--- src/rtl/csr_pkg.sv ---
// Shared types and constants for the Zicsr access sequencer.
package csr_pkg;

  typedef enum logic [2:0] {
    CSRRW  = 3'b001,
    CSRRS  = 3'b010,
    CSRRC  = 3'b011,
    CSRRWI = 3'b101,
    CSRRSI = 3'b110,
    CSRRCI = 3'b111
  } csr_op_e;

  typedef enum logic [1:0] {
    IDLE  = 2'd0,
    READ  = 2'd1,
    WRITE = 2'd2
  } csr_state_e;

  // CSR address prefix reserved for read-only registers
  localparam logic [1:0] RO_PREFIX = 2'b11;

endpackage

--- src/rtl/csr_wdata_alu.sv ---
// Computes the CSR write value from funct3[1:0], the old CSR value and the operand.
module csr_wdata_alu #(
  parameter int XLEN = 32
) (
  input  logic [1:0]      kind,
  input  logic [XLEN-1:0] old_val,
  input  logic [XLEN-1:0] operand,
  output logic [XLEN-1:0] new_val
);

  always_comb begin
    new_val = old_val;
    case (kind)
      2'b01:   new_val = operand;
      2'b10:   new_val = old_val | operand;
      2'b11:   new_val = old_val & ~operand;
      default: new_val = old_val;
    endcase
  end

endmodule

--- src/rtl/csr_access_seq.sv ---
// Three-cycle read-modify-write sequencer for Zicsr instructions.
// state | meaning
// IDLE  | ready; accepts and latches a decoded CSR instruction
// READ  | CSR read strobe (skipped for CSRRW/CSRRWI with rd==x0)
// WRITE | CSR write, GPR writeback or illegal pulse; retires the instruction
module csr_access_seq
  import csr_pkg::*;
#(
  parameter int XLEN     = 32,
  parameter bit RO_CHECK = 1'b1
) (
  input  logic            clk,
  input  logic            rst_n,
  input  logic            req_valid,
  output logic            req_ready,
  input  logic [24:0]     ir,
  input  logic [XLEN-1:0] rs1_data,
  output logic [11:0]     csr_addr,
  output logic            csr_re,
  input  logic [XLEN-1:0] csr_rdata,
  output logic            csr_we,
  output logic [XLEN-1:0] csr_wdata,
  output logic            rd_we,
  output logic [4:0]      rd_addr,
  output logic [XLEN-1:0] rd_data,
  output logic            stall,
  output logic            illegal
);

  csr_state_e      state_q, state_d;
  logic [11:0]     addr_q;
  logic [4:0]      rd_q;
  logic [2:0]      funct3_q;
  logic [XLEN-1:0] operand_q;
  logic            field_nz_q;

  logic            accept;
  logic            skip_read;
  logic            write_intent;
  logic            illegal_op;
  logic [XLEN-1:0] old_val;
  logic [XLEN-1:0] new_val;

  assign accept = (state_q == IDLE) && req_valid;

  always_ff @(posedge clk or negedge rst_n) begin
    if (!rst_n) begin
      state_q    <= IDLE;
      addr_q     <= '0;
      rd_q       <= '0;
      funct3_q   <= '0;
      operand_q  <= '0;
      field_nz_q <= 1'b0;
    end else begin
      state_q <= state_d;
      if (accept) begin
        addr_q     <= ir[24:13];
        rd_q       <= ir[4:0];
        funct3_q   <= ir[7:5];
        operand_q  <= ir[7] ? {{(XLEN-5){1'b0}}, ir[12:8]} : rs1_data;
        field_nz_q <= (ir[12:8] != 5'd0);
      end
    end
  end

  // Plain writes with rd==x0 must not touch the CSR read side effects
  assign skip_read    = ((funct3_q == CSRRW) || (funct3_q == CSRRWI)) && (rd_q == 5'd0);
  assign write_intent = (funct3_q[1:0] == 2'b01) || field_nz_q;
  assign illegal_op   = (funct3_q[1:0] == 2'b00) ||
                        (RO_CHECK && (addr_q[11:10] == RO_PREFIX) && write_intent);
  assign old_val      = skip_read ? '0 : csr_rdata;
  assign csr_addr     = addr_q;

  csr_wdata_alu #(.XLEN(XLEN)) u_alu (
    .kind    (funct3_q[1:0]),
    .old_val (old_val),
    .operand (operand_q),
    .new_val (new_val)
  );

  always_comb begin
    state_d   = state_q;
    req_ready = 1'b0;
    stall     = 1'b0;
    csr_re    = 1'b0;
    csr_we    = 1'b0;
    csr_wdata = '0;
    rd_we     = 1'b0;
    rd_addr   = '0;
    rd_data   = '0;
    illegal   = 1'b0;
    case (state_q)
      IDLE: begin
        req_ready = 1'b1;
        stall     = req_valid;
        if (req_valid) state_d = READ;
      end
      READ: begin
        stall   = 1'b1;
        csr_re  = !skip_read;
        state_d = WRITE;
      end
      WRITE: begin
        illegal = illegal_op;
        if (write_intent && !illegal_op) begin
          csr_we    = 1'b1;
          csr_wdata = new_val;
        end
        if ((rd_q != 5'd0) && !illegal_op) begin
          rd_we   = 1'b1;
          rd_addr = rd_q;
          rd_data = old_val;
        end
        state_d = IDLE;
      end
      default: state_d = IDLE;
    endcase
  end

endmodule

--- config.mk ---
export PLATFORM = sky130hd
export DESIGN_NAME = csr_access_seq
export DESIGN_NICKNAME = d
export VERILOG_FILES = /design/src/rtl/csr_pkg.sv /design/src/rtl/csr_wdata_alu.sv /design/src/rtl/csr_access_seq.sv
export SDC_FILE = /design/constraint.sdc
export NUM_CORES = 1
export LEC_CHECK = 0
export CORE_AREA = 2 2 104 106
export CTS_BUF_LIST = sky130_fd_sc_hd__clkbuf_2 sky130_fd_sc_hd__clkbuf_4 sky130_fd_sc_hd__clkbuf_8
export CTS_CLUSTER_SIZE = 24
export DETAILED_ROUTE_END_ITERATION = 16
export DIE_AREA = 0 0 106 108
export HOLD_SLACK_MARGIN = 0.1
export PLACE_DENSITY = 0.78
export SYNTH_ARGS = -nofsm -noshare
export SYNTH_HDL_FRONTEND = slang
export SYNTH_HIERARCHICAL = 1
export SYNTH_SLANG_ARGS = --single-unit
--- constraint.sdc ---
create_clock -name clk -period 2.1 [get_ports clk]
set_clock_uncertainty 0.05 [all_clocks]
set_input_delay 0.42 -clock clk [delete_from_list [all_inputs] [get_ports clk]]
set_output_delay 0.42 -clock clk [all_outputs]
set_load 0.05 [all_outputs]
==> results.md, run 1 <==
- Slew Limit Headroom: 0.614
- Syn. warnings: 6
- Die Span Y: approximately 110 um
- Post-synthesis sequential area ratio: 0.341
- Max-slew violations: 0
- Worst Path Class, Setup: reg2out
- Crit end category: output port
- Switching share of power: 0.428
- Clock share of power: 0.105
- Worst-path clk slew: approximately 100 ps
- Gp weighted congestion: roughly 0.79
- Slowest stage delay, CP: between 500 and 600 ps
- DP HPWL: just under 9 mm
- RSZ-0062 raised after global routing: yes
- Gr usage total: 0.226
- Die width: ~110 um
- Routed wire length: 13.4 mm
- Filler cell count: 765
- Final WS setup: -655 ps
- Fin crit period: ~2800 ps
- CTS sink cnt: 54
- Total Neg Setup Slack: -39760 ps
- PD cells: between 800 and 900 mW/mm2
- Via Count: just under 4k
- Min-delay worst type: reg2reg
- Top post-synthesis cells by area: dfrtp_1 (34%), and3_1 (9.6%), xnor2_1 (7.1%), o21ai_0 (6.7%), a22oi_1 (6.1%)
- Core Area: 0.0102 mm2
- Initial antenna violation count: 0
- Critical Path RT: about 1600 ps
- Clock root cell: clkbuf_8
- Internal cell power: around 0.0032 W
- VDD IR max: around 0.00067 V
- Sequential cell fraction of total power: 0.262
- Final ANT Viol Nets: 0
- Ordered list of cells on the worst path: or4_4 > nor3b_4 > buf_12 > nor2b_1 > inv_1 > a22oi_1 > and3_4 > buf_6
- Area Overhead vs Synth: 76.1%
- Outcome: complete, but fails checks
- Crit-path max FO: 33
- CP startpoint kind: flop
- CP Buf/Inv Count: 3
- Seq cells post-synth: 54
- Commonest non-fill, non-tap cell in the layout: clkdlybuf4s50_1
- IO Count: ~180
- Largest net degree at the start of global routing: 67
- N_diodes: 0
- Max cap viols: 0
- Failing checks: negative setup slack
- Fin nets: roughly 730
- Lkg Pwr: about 3 nW
- Clock tree buffer depth: 2
- Syn avg cell area: between 8 and 9 um2
- DR vias/cell: about 5.1
- Slowest stage cell, crit path: or4_4
- Clk_lat worst skew: about 300 ps
- NetSw: between 0.002 and 0.0025 W
- Comb pwr share: 0.633
- H-tree levels: 2
- Synthesized cell area: roughly 0.0040 mm2
- Inserted Clock Buffers: 5
- Starting Density: 0.387
- Residual DRC: 0
- Fraction of layout cells with a size suffix above 1: 0.342
- Placed insts: 754
- Worst Tran Pin Value: about 580 ps
- Fmax: around 360 MHz
- First-pass GRT wire length: 20.6 mm
- Synth Instances: approximately 470
- Port Buffers: 178
- Storage cell area: around 0.0014 mm2
- Area of the multi-input gates: 0.00257 mm2
- DR iter-0 viols: between 150 and 200
- Finished Layout Cells: 779
- CTS tree: done
- WL/cell: approximately 17 um
- GRT Residual Overflow: 0
- Cell taking the most area after synthesis: dfrtp_1
- Drt pass-1 iters: 7
- Number of global-route vias before repair: 3985
- Cell variety after synth: 32
- Setup violators final: roughly 70
- Top cell type's share of synthesized area: 0.341
- Post-route cell area: approximately 0.007 mm2
- Die area: 0.0114 mm2
- Final period util: 1.31
- Most frequent cells in the layout: clkdlybuf4s50_1 (102), and3_4 (64), o21ai_0 (52)
- Mapped Nets: about 560
- WP data arrival: roughly 2300 ps
- Top Family by Delay on Critical Path: simple AND/OR/NAND/NOR gates
- Row count: 37
- Post-DP Area: approximately 0.0064 mm2
- Hold Fails Final Rpt: 0
-- final timing paths --
check	startpoint	endpoint	slack, ps	cells past startpoint
hold reg to reg	csr_addr[2]$_DFFE_PN0P_	csr_addr[2]$_DFFE_PN0P_	460	1
hold / removal	csr_addr[2]$_DFFE_PN0P_	csr_addr[2]$_DFFE_PN0P_	460	1
max in group asynchronous	rst_n	csr_addr[10]$_DFFE_PN0P_	1050	3
setup / recovery	rd_q[0]$_DFFE_PN0P_	csr_wdata[9]	-650	8
setup reg to reg	state_q[1]$_DFFE_PN0P_	operand_q[31]$_DFFE_PN0P_	380	4
min in group asynchronous	rst_n	operand_q[6]$_DFFE_PN0P_	640	3
-- cell families (layout without fill, tap and decap cells) --
family	after synthesis	after routing	synth area share
multiplexers	24	24	0.0667
AO/OA/AOI/OAI	100	100	0.148
AND/OR/NAND/NOR	180	182	0.269
XOR/XNOR	32	32	0.0708
flip-flops	54	54	0.341
buffers and inverters	76	251	0.104
-- synthesized netlist by cell type --
cell	count
a22o_1	1
a21boi_0	1
inv_1	33
or3b_1	1
mux2_2	19
o21ai_0	53
buf_2	10
and3_2	3
nand3_1	1
or2_2	1
nor2_1	4
buf_8	3
clkbuf_8	1
or2_4	1
nand2_1	33
or4_1	1
and3_1	61
and2_2	1
nor3b_4	1
and2_1	7
buf_4	5
dfrtp_1	54
a22oi_1	32
xnor2_1	32
mux2i_1	5
and3b_1	1
clkbuf_1	17
buf_6	7
nor2b_1	36
or4_4	1
nand2b_1	27
o21ai_1	13
-- stage by stage --
| step | setup slack, ps | util | hold slack, ps | power [W] |
|---|---|---|---|---|
| after floorplan | -109 | - | 74.4 | 0.00357 |
| after global placement | -286 | 0.624 | 390 | 0.00456 |
| after detailed placement | -304 | 0.624 | 402 | 0.00465 |
| after CTS | -620 | 0.674 | 464 | 0.00557 |
| after global routing | -749 | 0.682 | 474 | 0.00595 |
| final | -655 | 0.682 | 461 | 0.00565 |
-- cell type report --
type	count	share of cell area
Clock inverter	2	0.00179
Timing Repair Buffer	210	0.380
Multi-Input combinational cell	338	0.369
Inverter	33	0.0178
Tap cell	136	0.0244
Clock buffer	6	0.0118
Sequential cell	54	0.195
-- repair_timing --
action | 4_1_cts | 5_1_grt
hold buffers | 1 | 0
gates cloned | 6 | 1
endpoints found under the setup margin | 72 | 73
pin swaps | 4 | 17
endpoints found under the hold margin | 54 | 0
buffers inserted | 6 | 3
gates resized for setup | 68 | 6
-- registers in the layout (all words and copies together), names as in the netlist --
signal / count
csr_addr: 12
field_nz_q: 1
funct3_q: 2
operand_q: 32
rd_q: 5
state_q: 2
-- per-layer routing --
layer | vias up | global-route usage | wire (um)
met2 | 157 | 0.391 | 6580
met4 | 0 | 0.0555 | 201
li1 | 1918 | - | -
met1 | 1849 | 0.284 | 5610
met5 | - | 0 | 0
met3 | 16 | 0.0567 | 995
-- power groups by stage --
stage	combinational [W]	sequential (W)	clock [W]
floorplan	0.00192	0.00165	0
global placement	0.00309	0.00147	0
detailed placement	0.00316	0.00149	0
CTS	0.00347	0.00147	0.000620
global route	0.00378	0.00151	0.000657
finish	0.00358	0.00148	0.000592
Power figures use the tool's default switching activity.
==> run 2, diff against run 1 <==
- CORE_AREA: 2 2 104 106 -> 2 2 97 99
- DIE_AREA: 0 0 106 108 -> 0 0 99 101
- PLACE_DENSITY: 0.78 -> 0.85
- TNS_END_PERCENT: default -> 100
- clock period: 2.1 -> 3.2 ns (I/O delays scaled with it)
==> run 2 against run 1 <==
- the flow now finishes without violations
- worst setup slack improved by 800 ps
- final cell count fell by 6.5%
- global-route usage fell by 0.92 points
- sequential share of layout area rose by 2.7 points
- critical path type unchanged
==> results.md, run 2 (synthesis gave the netlist of run 1 again) <==
- Outcome: finished clean
- Worst Path Class, Setup: reg2out
- H-tree levels: 2 (unchanged)
- CTS sink cnt: 54 (unchanged)
- PD cells: 559 mW/mm2 (-31%)
- Crit path from: csr_addr[10]$_DFFE_PN0P_
- Place WS: 458 ps (+763 ps)
- Max-slew violations: 0 (unchanged)
- Die area: 0.0100 mm2 (-13%)
- IO Count: 179 (unchanged)
- Critical Path Stages: 4 (-4)
- N_diodes: 0 (unchanged)
- RSZ-0062 raised after global routing: no
- Reg2Reg Setup Slack: 1190 ps (+810 ps)
- Fraction of layout cells with a size suffix above 1: 0.194 (-0.148)
- Drt pass-1 iters: 5 (-2)
- Max reg flops: 32 (unchanged)
- Port Buffers: 178 (unchanged)
- VDD IR max: 0.000464 V (-31%)
- Die Span Y: 101 um (-6.5%)
- Via Count: 3680 (-6.6%)
- Final Util: 0.681 (about the same)
- Final period util: 0.953
- Post-route cell area: 0.00612 mm2 (-12%)
- Slew Limit Headroom: 0.276 (-0.338)
- Number of global-route vias before repair: 3633 (-8.8%)
- Starting Density: 0.441 (+0.0540)
- CP Buf/Inv Count: 1 (-2)
- Gr usage total: 0.217 (-0.00920)
- WL/cell: 15.1 um (-12%)
- Largest net degree at the start of global routing: 72 (+7.5%)
- Hold slack: 258 ps (-203 ps)
- Crit end category: output port
- Top Family by Delay on Critical Path: compound AO/OA/AOI/OAI gates
- WP data arrival: 2360 ps (+80 ps)
- Gp weighted congestion: 0.872 (+9.7%)
- Lkg Pwr: 2.86 nW (-3.4%)
- Fin nets: 708 (-3.5%)
- Capture point of the worst reg-to-reg path: operand_q[1]$_DFFE_PN0P_
- Hold Fails Final Rpt: 0 (unchanged)
- Routed wire length: 11.0 mm (-18%)
- Biggest register: operand_q
- Clk_lat worst skew: 300 ps (about the same)
- Cells on worst reg2reg path: 4 (unchanged)
- Fmax: around 330 MHz
- Ordered list of cells on the worst path: a21boi_0 > a22o_2 > and3_1 > buf_4
- Clock root cell: clkbuf_8
- GRT Residual Overflow: 0 (unchanged)
- Min-delay worst type: in2async
- Critical Path RT: 2510 ps (+880 ps)
- Worst r2r src: state_q[1]$_DFFE_PN0P_
- CP startpoint kind: flop
- DP HPWL: 8.42 mm (-5.4%)
- Commonest non-fill, non-tap cell in the layout: clkdlybuf4s50_1
- Max cap viols: 0 (unchanged)
- Worst Tran Pin Value: 1090 ps (+508 ps)
- Setup crit end: csr_wdata[21]
- DR vias/cell: 5.05 (about the same)
- Row count: 35 (-5.4%)
- Setup violators final: 0 (-100%)
- Most frequent cells in the layout: clkdlybuf4s50_1 (105), and3_1 (61), o21ai_0 (53)
- Final ANT Viol Nets: 0 (unchanged)
- First-pass GRT wire length: 17.7 mm (-14%)
- Area Overhead vs Synth: 54.5%
- Slowest stage cell, crit path: a22o_2
- Die width: 99 um (-6.6%)
- Core Area: 0.00898 mm2 (-12%)
- Post-DP Area: 0.00597 mm2 (-6.5%)
- DR iter-0 viols: 111 (-39%)
- Initial antenna violation count: 0 (unchanged)
- Slowest stage delay, CP: 810 ps (+250 ps)
- Worst-path clk slew: 90 ps (about the same)
- Clock tree buffer depth: 2 (unchanged)
- Fin crit period: 3050 ps
- Total Neg Setup Slack: 0 ps (+39760 ps)
- Filler cell count: 712 (-6.9%)
- Final WS setup: 149 ps (+804 ps)
- Inserted Clock Buffers: 5 (unchanged)
- Residual DRC: 0 (unchanged)
- Crit-path max FO: 71 (+120%)
- CTS tree: done
run 2: final cells by class:
cell class | count | area (um2) | share of cell area
Tap cell | 111 | 139 | 0.0227
Clock buffer | 6 | 82.6 | 0.0135
Timing Repair Buffer | 186 | 2160 | 0.353
Inverter | 33 | 124 | 0.0203
Clock inverter | 2 | 60.1 | 0.00982
Multi-Input combinational cell | 336 | 2200 | 0.359
Sequential cell | 54 | 1350 | 0.221
run 2: per-stage QoR:
stage               instances  power, W
finish                    728   0.00342
global route              728   0.00361
CTS                       728   0.00343
detailed placement        720   0.00288
global placement          720   0.00283
floorplan                 466   0.00225
run 2: worst min path at each step:
stage | from | endpoint | slack, ps | cells after the start
2_1_floorplan | rst_n | csr_addr[0]$_DFFE_PN0P_ | 290 | 0
5_1_grt | rst_n | operand_q[3]$_DFFE_PN0P_ | 290 | 1
6_report | rst_n | operand_q[31]$_DFFE_PN0P_ | 260 | 1
3_5_place_dp | csr_addr[3]$_DFFE_PN0P_ | csr_addr[3]$_DFFE_PN0P_ | 450 | 1
3_3_place_gp | csr_addr[7]$_DFFE_PN0P_ | csr_addr[7]$_DFFE_PN0P_ | 440 | 1
4_1_cts | rst_n | operand_q[3]$_DFFE_PN0P_ | 260 | 1
run 2: power by group:
group,switching [W],total [W],internal (W)
Sequential,0.000143,0.000974,0.000831
Clock,0.000214,0.000547,0.000333
Combinational,0.00108,0.00190,0.000813
run 2: layer usage:
metal  global-route usage  vias to the layer above  wire [um]
li1                     -                     1863          -
met5                    0                        -          0
met3               0.0589                       10        792
met2                0.352                      118       5260
met1                0.288                     1689       4850
met4               0.0537                        0        112
run 2: what timing repair did:
item,4_1_cts,5_1_grt
hold buffers,0,0
setup buffers,0,0
hold endpoints to repair,0,0
resized for setup,0,1
endpoints found under the setup margin,0,22
==> run 3, diff against run 2 <==
- CORE_AREA: 2 2 97 99 -> 4 4 99 101
- DIE_AREA: 0 0 99 101 -> 0 0 103 105
==> run 3 against run 2 <==
- combinational power is essentially flat
- worst setup slack lost 6.4 ps
- final cell count shrank 0.41%
- flip-flop and latch count is the same
- die area grew 8.2%
- design area shrank 0.96%
- highest routed layer unchanged
- worst hold slack gained 2.8 ps
- largest cell class unchanged
- first-iteration DRC count grew 86%
- total power shrank 3.1%
==> results.md, run 3 (synthesis gave the netlist of run 1 again) <==
- Cells on worst reg2reg path: 2 (-2)
- Commonest non-fill, non-tap cell in the layout: clkdlybuf4s50_1
- Clock tree buffer depth: 2 (unchanged)
- Crit end category: output port
- Post-route cell area: 0.00606 mm2 (-0.96%)
- Total Neg Setup Slack: 0 ps (unchanged)
- Outcome: finished clean
- WL/cell: 15.5 um (+2.2%)
- Crit path from: rd_q[0]$_DFFE_PN0P_
- Worst r2r src: state_q[1]$_DFFE_PN0P_
- Max-slew violations: 0 (unchanged)
- CTS sink cnt: 54 (unchanged)
- Final ANT Viol Nets: 0 (unchanged)
- Clk_lat worst skew: 300 ps (about the same)
- Critical Path RT: 2510 ps (about the same)
- Biggest register: operand_q
- Crit-path max FO: 33 (-54%)
- Worst-path clk slew: 90 ps (about the same)
- Drt pass-1 iters: 4 (-1)
- Die Span Y: 105 um (+4.0%)
- Post-DP Area: 0.00594 mm2 (-0.55%)
- Final Util: 0.671 (-0.00982)
- DR vias/cell: 5.14 (+1.6%)
- Port Buffers: 178 (unchanged)
- Largest net degree at the start of global routing: 87 (+21%)
- Lkg Pwr: 2.83 nW (-0.99%)
- Max reg flops: 32 (unchanged)
- Fraction of layout cells with a size suffix above 1: 0.191 (-0.00394)
- Final period util: 0.955 (+0.00199)
- First-pass GRT wire length: 17.7 mm (+0.23%)
- Row count: 35 (unchanged)
- PD cells: 546 mW/mm2 (-2.2%)
- Area Overhead vs Synth: 53.0%
- Slowest stage delay, CP: 560 ps (-250 ps)
- Filler cell count: 692 (-2.8%)
- Initial antenna violation count: 0 (unchanged)
- Setup violators final: 0 (unchanged)
- Hold Fails Final Rpt: 0 (unchanged)
- Number of global-route vias before repair: 3562 (-2.0%)
- VDD IR max: 0.000496 V (+7.0%)
- Hold slack: 261 ps (+2.78 ps)
- CP startpoint kind: flop
- Min-delay worst type: in2async
- Setup crit end: csr_wdata[21]
- GRT Residual Overflow: 0 (unchanged)
- Ordered list of cells on the worst path: or4_4 > nor3b_4 > buf_6 > nor2b_1 > inv_1 > a22oi_1 > and3_1 > buf_4
- Residual DRC: 0 (unchanged)
- Gp weighted congestion: 0.819 (-6.0%)
- Worst Path Class, Setup: reg2out
- Most frequent cells in the layout: clkdlybuf4s50_1 (105), and3_1 (61), o21ai_0 (53)
- DP HPWL: 8.44 mm (+0.21%)
- Capture point of the worst reg-to-reg path: csr_addr[7]$_DFFE_PN0P_
- Inserted Clock Buffers: 5 (unchanged)
- N_diodes: 0 (unchanged)
- Routed wire length: 11.2 mm (+1.8%)
- Final total power: 0.00331 W (-3.1%)
- Fin crit period: 3060 ps (+6.36 ps)
- CTS tree: done
- IO Count: 179 (unchanged)
- DR iter-0 viols: 207 (+86%)
- Fmax: 327 MHz (-0.21%)
- Max cap viols: 0 (unchanged)
- Starting Density: 0.439 (-0.00214)
- H-tree levels: 2 (unchanged)
- Slew Limit Headroom: 0.398 (+0.122)
- Fin nets: 705 (-0.42%)
- Worst Tran Pin Value: 903 ps (-183 ps)
- Core Area: 0.00902 mm2 (+0.49%)
- Cts hold-fix bufs: 0 (unchanged)
- RSZ-0062 raised after global routing: no
- Gr usage total: 0.202 (-0.0147)
- Slowest stage cell, crit path: or4_4
- WP data arrival: 2370 ps (about the same)
- Reg2Reg Setup Slack: 1400 ps (+210 ps)
- Via Count: 3723 (+1.2%)
- Die width: 103 um (+4.0%)
- Clock root cell: clkbuf_8
- Die area: 0.0108 mm2 (+8.2%)
[run 3: metal layers]
layer / wire length [um] / up-vias / part of all wire / track usage
met5: 0 / - / 0 / 0
met4: 223 / 0 / 0.020 / 0.0574
met3: 1180 / 16 / 0.11 / 0.0654
met2: 5130 / 148 / 0.46 / 0.307
met1: 4680 / 1704 / 0.42 / 0.274
li1: - / 1855 / - / -
[run 3: per-stage QoR]
| step | cells | setup WS [ps] |
|---|---|---|
| after global placement | 717 | 451 |
| after floorplan | 466 | 652 |
| final | 725 | 143 |
| after global routing | 725 | 20.3 |
| after detailed placement | 717 | 424 |
| after CTS | 725 | 70.5 |
[run 3: layout make-up]
type	count	area, um2	area share
Clock buffer	5	68.8	0.0114
Clock inverter	3	40.0	0.00661
Inverter	33	124	0.0205
Multi-Input combinational cell	336	2210	0.364
Sequential cell	54	1350	0.224
Tap cell	111	139	0.0229
Timing Repair Buffer	183	2130	0.351
[run 3: how the worst min path moves through the flow]
stage / startpoint / endpoint / slack (ps) / cells after the start
2_1_floorplan: rst_n / csr_addr[0]$_DFFE_PN0P_ / 290 / 0
3_3_place_gp: csr_addr[3]$_DFFE_PN0P_ / csr_addr[3]$_DFFE_PN0P_ / 440 / 1
3_5_place_dp: csr_addr[8]$_DFFE_PN0P_ / csr_addr[8]$_DFFE_PN0P_ / 450 / 1
4_1_cts: rst_n / operand_q[0]$_DFFE_PN0P_ / 270 / 1
5_1_grt: rst_n / state_q[1]$_DFFE_PN0P_ / 310 / 1
6_report: rst_n / operand_q[3]$_DFFE_PN0P_ / 260 / 1
[run 3: worst max-delay path: cells and delay by family, from the launching register on]
family          cells  cell delay (ps)
simple gates        4             1040
buf+inv             3              530
flops               1              390
compound gates      1               70
[run 3: timing repair]
action,CTS,global route
setup endpoints to repair,0,54
buffers inserted,0,0
resized for setup,0,2
[run 3: power breakdown]
part           leakage (nW)  total [W]  switching, W  internal (W)
Combinational          2.10    0.00190       0.00109      0.000809
Sequential            0.671   0.000968      0.000137      0.000831
Clock                0.0579   0.000446      0.000215      0.000230
Total                  2.83    0.00331       0.00144       0.00187
